==> src/rtl/spi_bus_bridge_pkg.sv <==
// Shared constants for the SPI-to-Xosera bus bridge: bus polarities, command
// bit positions and the bus timing counter width helper.
package spi_bus_bridge_pkg;
  localparam logic cs_ENABLED  = 1'b0;
  localparam logic cs_DISABLED = 1'b1;
  localparam logic RnW_READ    = 1'b1;
  localparam logic RnW_WRITE   = 1'b0;

  localparam int CMD_RD_BIT  = 7;
  localparam int CMD_INC_BIT = 6;

  // Counter only ever holds (phase length - 1), so clog2 of the longest phase suffices.
  function automatic int cnt_width(input int a, input int b, input int c);
    int m;
    m = a;
    if (b > m) m = b;
    if (c > m) m = c;
    return (m < 2) ? 1 : $clog2(m);
  endfunction
endpackage

==> src/rtl/spi_bus_bridge_bus_cycle_gen.sv <==
// Xosera bus strobe timing: SETUP -> STROBE (cs_n low) -> GAP from a start pulse,
// sharing one down-counter across all three phases.
module spi_bus_bridge_bus_cycle_gen
  import spi_bus_bridge_pkg::*;
#(
  parameter int SETUP_CYC = 1,
  parameter int CS_CYC    = 3,
  parameter int GAP_CYC   = 1
) (
  input  logic clk,
  input  logic reset_i,
  input  logic start_i,
  output logic cs_n_o,
  output logic busy_o,
  output logic sample_o,
  output logic done_o
);
  localparam int CW = cnt_width(SETUP_CYC, CS_CYC, GAP_CYC);

  typedef enum logic [1:0] {PH_IDLE, PH_SETUP, PH_STROBE, PH_GAP} phase_t;

  phase_t        phase;
  logic [CW-1:0] cnt;

  assign sample_o = (phase == PH_STROBE) && (cnt == '0);
  assign done_o   = (phase == PH_GAP) && (cnt == '0);

  always_ff @(posedge clk) begin
    if (reset_i) begin
      phase  <= PH_IDLE;
      cnt    <= '0;
      cs_n_o <= cs_DISABLED;
      busy_o <= 1'b0;
    end else begin
      case (phase)
        PH_IDLE: if (start_i) begin
          phase  <= PH_SETUP;
          cnt    <= CW'(SETUP_CYC - 1);
          busy_o <= 1'b1;
        end
        PH_SETUP: if (cnt == '0) begin
          phase  <= PH_STROBE;
          cnt    <= CW'(CS_CYC - 1);
          cs_n_o <= cs_ENABLED;
        end else begin
          cnt <= cnt - 1'b1;
        end
        PH_STROBE: if (cnt == '0) begin
          phase  <= PH_GAP;
          cnt    <= CW'(GAP_CYC - 1);
          cs_n_o <= cs_DISABLED;
        end else begin
          cnt <= cnt - 1'b1;
        end
        PH_GAP: if (cnt == '0) begin
          phase  <= PH_IDLE;
          busy_o <= 1'b0;
        end else begin
          cnt <= cnt - 1'b1;
        end
      endcase
    end
  end
endmodule

==> src/rtl/spi_bus_bridge.sv <==
// Converts framed SPI bytes (command + data) into Xosera register bus cycles,
// with auto-increment bursts, read prefetch and sticky overrun status.
module spi_bus_bridge
  import spi_bus_bridge_pkg::*;
#(
  parameter int REG_BITS  = 4,
  parameter int SETUP_CYC = 1,
  parameter int CS_CYC    = 3,
  parameter int GAP_CYC   = 1
) (
  input  logic                clk,
  input  logic                reset_i,
  input  logic                frame_active_i,
  input  logic                receive_strobe_i,
  input  logic [7:0]          receive_byte_i,
  input  logic                transmit_strobe_i,
  output logic [7:0]          transmit_byte_o,
  output logic                bus_cs_n_o,
  output logic                bus_rd_nwr_o,
  output logic [REG_BITS-1:0] bus_reg_num_o,
  output logic                bus_bytesel_o,
  output logic [7:0]          bus_data_o,
  input  logic [7:0]          bus_data_i,
  output logic                busy_o,
  output logic                overrun_o
);
  typedef enum logic [1:0] {IDLE, CMD, WAIT} state_t;

  state_t state;
  logic   rd_mode, inc_mode;
  logic   cmd_rx, req, start, sample, done, ovr_nxt;

  assign cmd_rx = (state == CMD) && frame_active_i && receive_strobe_i;
  // The frame mode picks which strobe requests an access; the other is ignored.
  assign req    = (state == WAIT) && frame_active_i &&
                  (rd_mode ? transmit_strobe_i : receive_strobe_i);
  assign start  = (cmd_rx && receive_byte_i[CMD_RD_BIT]) || (req && !busy_o);

  always_comb begin
    ovr_nxt = overrun_o;
    if (cmd_rx)            ovr_nxt = 1'b0;
    else if (req && busy_o) ovr_nxt = 1'b1;
  end

  spi_bus_bridge_bus_cycle_gen #(
    .SETUP_CYC(SETUP_CYC),
    .CS_CYC   (CS_CYC),
    .GAP_CYC  (GAP_CYC)
  ) u_cycle (
    .clk     (clk),
    .reset_i (reset_i),
    .start_i (start),
    .cs_n_o  (bus_cs_n_o),
    .busy_o  (busy_o),
    .sample_o(sample),
    .done_o  (done)
  );

  always_ff @(posedge clk) begin
    if (reset_i) begin
      state           <= IDLE;
      rd_mode         <= 1'b0;
      inc_mode        <= 1'b0;
      bus_rd_nwr_o    <= RnW_READ;
      bus_reg_num_o   <= '0;
      bus_bytesel_o   <= 1'b0;
      bus_data_o      <= 8'h00;
      transmit_byte_o <= 8'h00;
      overrun_o       <= 1'b0;
    end else begin
      overrun_o <= ovr_nxt;

      case (state)
        IDLE: if (frame_active_i) state <= CMD;
        CMD: if (!frame_active_i) begin
          state <= IDLE;
        end else if (receive_strobe_i) begin
          state         <= WAIT;
          rd_mode       <= receive_byte_i[CMD_RD_BIT];
          inc_mode      <= receive_byte_i[CMD_INC_BIT];
          bus_reg_num_o <= receive_byte_i[REG_BITS-1:0];
          bus_bytesel_o <= 1'b0;
          if (receive_byte_i[CMD_RD_BIT]) bus_rd_nwr_o <= RnW_READ;
        end
        // An access in flight always finishes before the frame is abandoned.
        WAIT: if (!frame_active_i && !busy_o) state <= IDLE;
        default: state <= IDLE;
      endcase

      if (req && !busy_o && !rd_mode) begin
        bus_data_o   <= receive_byte_i;
        bus_rd_nwr_o <= RnW_WRITE;
      end

      if (done) begin
        bus_bytesel_o <= ~bus_bytesel_o;
        if (bus_bytesel_o && inc_mode) bus_reg_num_o <= bus_reg_num_o + 1'b1;
      end

      if (cmd_rx && !receive_byte_i[CMD_RD_BIT])
        transmit_byte_o <= 8'h00;
      else if (sample && (bus_rd_nwr_o == RnW_READ))
        transmit_byte_o <= bus_data_i;
      else if ((state == WAIT) && !rd_mode)
        transmit_byte_o <= {ovr_nxt, 7'b0};
    end
  end
endmodule
==> config.mk <==
export PLATFORM = sky130hd
export DESIGN_NAME = spi_bus_bridge
export DESIGN_NICKNAME = d
export VERILOG_FILES = /design/src/rtl/spi_bus_bridge_pkg.sv /design/src/rtl/spi_bus_bridge_bus_cycle_gen.sv /design/src/rtl/spi_bus_bridge.sv
export SDC_FILE = /design/constraint.sdc
export NUM_CORES = 1
export LEC_CHECK = 0
export BUFFER_PORTS_ARGS = -buffer_cell sky130_fd_sc_hd__buf_2
export CELL_PAD_IN_SITES_DETAIL_PLACEMENT = 0
export CELL_PAD_IN_SITES_GLOBAL_PLACEMENT = 1
export CORE_MARGIN = 2
export CORE_UTILIZATION = 40
export CTS_CLUSTER_DIAMETER = 200
export CTS_CLUSTER_SIZE = 24
export DETAILED_ROUTE_END_ITERATION = 6
export GPL_TIMING_DRIVEN = 1
export PLACE_DENSITY_LB_ADDON = 0.1
export SETUP_SLACK_MARGIN = 0.02
export SLEW_MARGIN = 20
export SYNTH_ARGS = -nofsm -noshare
export SYNTH_HDL_FRONTEND = slang
export SYNTH_SLANG_ARGS = --single-unit
==> constraint.sdc <==
create_clock -name clk -period 2.4 [get_ports clk]
set_input_delay 0.48 -clock clk [delete_from_list [all_inputs] [get_ports clk]]
set_output_delay 0.48 -clock clk [all_outputs]
set_load 0.05 [all_outputs]
==> flow_summary_export.csv <==
group,metric,value,unit
layout,final_nets,239,
critical_path,cp_max_fo,10,
sta,hold_viol,0,
detailed_routing,drc,0,
die,std_cell_rows,22,
die,core,3690,µm²
synthesis,postSynth.asyncResetShare,0,%
synthesis,synth-edff-count,0,
sta,fin_crit,1.92,ns
power_and_ir_drop,ir_drop,0.449,mV
die,fp.dieH,66.1,µm
critical_path,path_cells,"inv_1, ha_1, and3_1, nor2b_1, a22oi_1, nor2_1",
synthesis,ys_seq_area_share,42.9,%
power_and_ir_drop,p_per_area,691,nW/µm²
clock_network,worst_skew_pair.late_latency,0.28,ns
critical_path,r2r-end,"transmit_byte_o[4]",
layout,layout-drive-gt1-share,28.4,%
synthesis,synth_commonest_cells,"dfxtp_1 (33), nor2_1 (24), nand2_1 (10)",
grt,grt-ovfl-total,0,
critical_path,worst_ep_required_time,2.62,ns
grt,grt_pass1_vias,1292,
detailed_routing,drt_wl_total,3.56,mm
critical_path,crit_family,"simple AND/OR/NAND/NOR gates",
synthesis,synth_area,1540,µm²
die,io-pin-count,46,
critical_path,startpoint_type,"register",
sta,relSlewSlack,56.5,%
power_and_ir_drop,p_leak,0.000883,µW
critical_path,cp-end-kind,"register",
clock_network,cts_tree,"yes",
grt,grt_pass1_wl,5.69,mm
clock_network,clockBufferDepth,2,
sta,max_freq,521,MHz
synthesis,synth_area_per_cell,9.33,µm²
critical_path,r2r_start,"u_cycle.cnt[0]",
sta,slew_viol_final,0,
die,initial_utilization,41.8,%
clock_network,numCtsBuffers,5,
clock_network,cts.clk_slew.worst_paths,0.06,ns
die,die_area,4360,µm²
min_path,min_to,"bus_data_o[4]",
sta,setup_viol_count_final,0,
placement,postPlaceCellArea,1790,µm²
sta,post-route-period-util,80.0,%
clock_network,root_buffer,"clkbuf_8",
critical_path,reg2reg_slack,0.48,ns
detailed_routing,wl_per_cell,13.8,µm
min_path,hold_path_class,"input port to register",
detailed_routing,drt-pass1-iter-count,4,
clock_network,hold_buffers,0,
layout,final_cells,259,
synthesis,post-synth-top-count-cell,"dfxtp_1",
job,maxCapViolCount,0,
synthesis,synth_cell_types,41,
critical_path,cp_num_buf_inv,1,
synthesis,synthesis.nets,194,
critical_path,cp_slowest_stage_delay,0.47,ns
synthesis,synth_cells,165,
layout,design_area,1890,µm²
layout,area_growth,22.7,%
placement,dpl.cell_count,251,
synthesis,netlist.area_leader.share,42.9,%
placement,port_buffers,45,
grt,grt_max_degree,21,
sta,rsz0062_at_grt,"no",
grt,grt.total_usage,17.5,%
clock_network,htree_levels,2,
layout,diodes,0,
detailed_routing,vias,1374,
synthesis,synth_area_leaders,"dfxtp_1 (43%), ha_1 (6.5%), mux2i_1 (5.8%)",
min_path,min_from,"receive_byte_i[4]",
die,die_w,66.1,µm
clock_network,clock_sinks,33,
clock_network,cts-resized-gates,0,
sta,fin_tns_setup,0,ns
critical_path,crit_arrival,2.14,ns
detailed_routing,ant_nets,0,
detailed_routing,detailedRoute.firstIterationViolations,83,
critical_path,crit_path_top_delay_cell,"nor2b_1",
grt,antenna_found_initial,0,
synthesis,yosysWarnings,0,
detailed_routing,vias_per_cell,5.31,
sta,tightest_slew,0.651,ns
synthesis,ys_ff_latch,33,
placement,hpwl,2.62,mm
placement,gp_congestion,0.767,
critical_path,reg2regPathDepth,6,
synthesis,yosysTopAreaCell,"dfxtp_1",
clock_network,post_cts_buffers,0,
outcome,status,"finished, final reports clean",
min_path,hold_depth,3,
synthesis,synth_flop_cell,"dfxtp_1",
sta,fin_worst_skew,0.00357,ns
critical_path,critical_path_class,"register to register",
through the flow:
step | setup slack (ns) | total power [µW] | hold WS, ns | util, %
after floorplan | 0.751 | 798 | 0.448 | -
after global placement | 0.563 | 859 | 0.454 | 48.5
after detailed placement | 0.493 | 869 | 0.467 | 48.5
after CTS | 0.491 | 1330 | 0.432 | 51.3
after global routing | 0.283 | 1370 | 0.451 | 51.3
final | 0.479 | 1310 | 0.438 | 51.3
cells in the final DEF, fill, tap and decap left out, types with 2 or more instances in the layout:
cell type / instances
nand2_1: 10
nor2_1: 24
nand3b_1: 2
dfxtp_1: 33
a21oi_1: 7
clkbuf_8: 7
inv_1: 7
mux2i_1: 9
o21ai_0: 7
nor2b_1: 4
a21o_1: 2
nor3_1: 4
and2_1: 3
ha_1: 8
buf_2: 45
nand3_1: 2
a22oi_1: 7
a221oi_1: 6
sequential cells by signal, summed over array words and instances (netlist names):
signal,flops
u_cycle.cnt,2
u_cycle.busy_o,1
bus_rd_nwr_o,1
u_cycle.cs_n_o,1
u_cycle.phase,2
overrun_o,1
inc_mode,1
bus_reg_num_o,4
bus_data_o,8
transmit_byte_o,8
rd_mode,1
state,2
bus_bytesel_o,1
layout make-up:
| type | instances | area (µm²) |
|---|---|---|
| Fill cell | 372 | 1800 |
| Multi-Input combinational cell | 117 | 810 |
| Sequential cell | 33 | 661 |
| Timing Repair Buffer | 46 | 233 |
| Clock buffer | 7 | 96.3 |
| Tap cell | 48 | 60.1 |
| Inverter | 7 | 26.3 |
| Clock inverter | 1 | 5.00 |
kinds of logic after synthesis:
family	Yosys count	share of synthesized area, %
mux	10	6.58
flops	33	42.9
fa+ha+maj	8	6.50
simple gates	58	19.3
compound gates	41	20.1
buf+inv	15	4.55
worst max-delay path by stage:
stage                         from                  to  cells after the start
CTS                 u_cycle.cnt[0]  transmit_byte_o[1]                      6
finish              u_cycle.cnt[0]  transmit_byte_o[4]                      6
floorplan            bus_bytesel_o    bus_reg_num_o[0]                      4
global placement    frame_active_i    u_cycle.phase[1]                      5
detailed placement  u_cycle.cnt[0]  transmit_byte_o[2]                      6
global route        u_cycle.cnt[1]  transmit_byte_o[6]                      6
layer usage:
metal | global-route usage, % | share of wire (%) | wire length [µm]
met5 | 0 | 0 | 0
met4 | 6.89 | 1.6 | 57
met3 | 5.11 | 5.1 | 181
met2 | 30.8 | 49 | 1750
met1 | 19.8 | 44 | 1570
power breakdown:
part           leakage, µW  internal, µW  switching [µW]
registers         0.000267           575            20.1
clock network    0.0000542           259             191
logic             0.000562          96.4             166
total             0.000883           930             377
worst register-to-register path, stage by stage, from the launching register on:
cell	delay [ns]
dfxtp_1	0.37
inv_1	0.08
ha_1	0.33
and3_1	0.36
nor2b_1	0.47
a22oi_1	0.13
nor2_1	0.11
No activity file was read; power rests on OpenSTA's default activity.
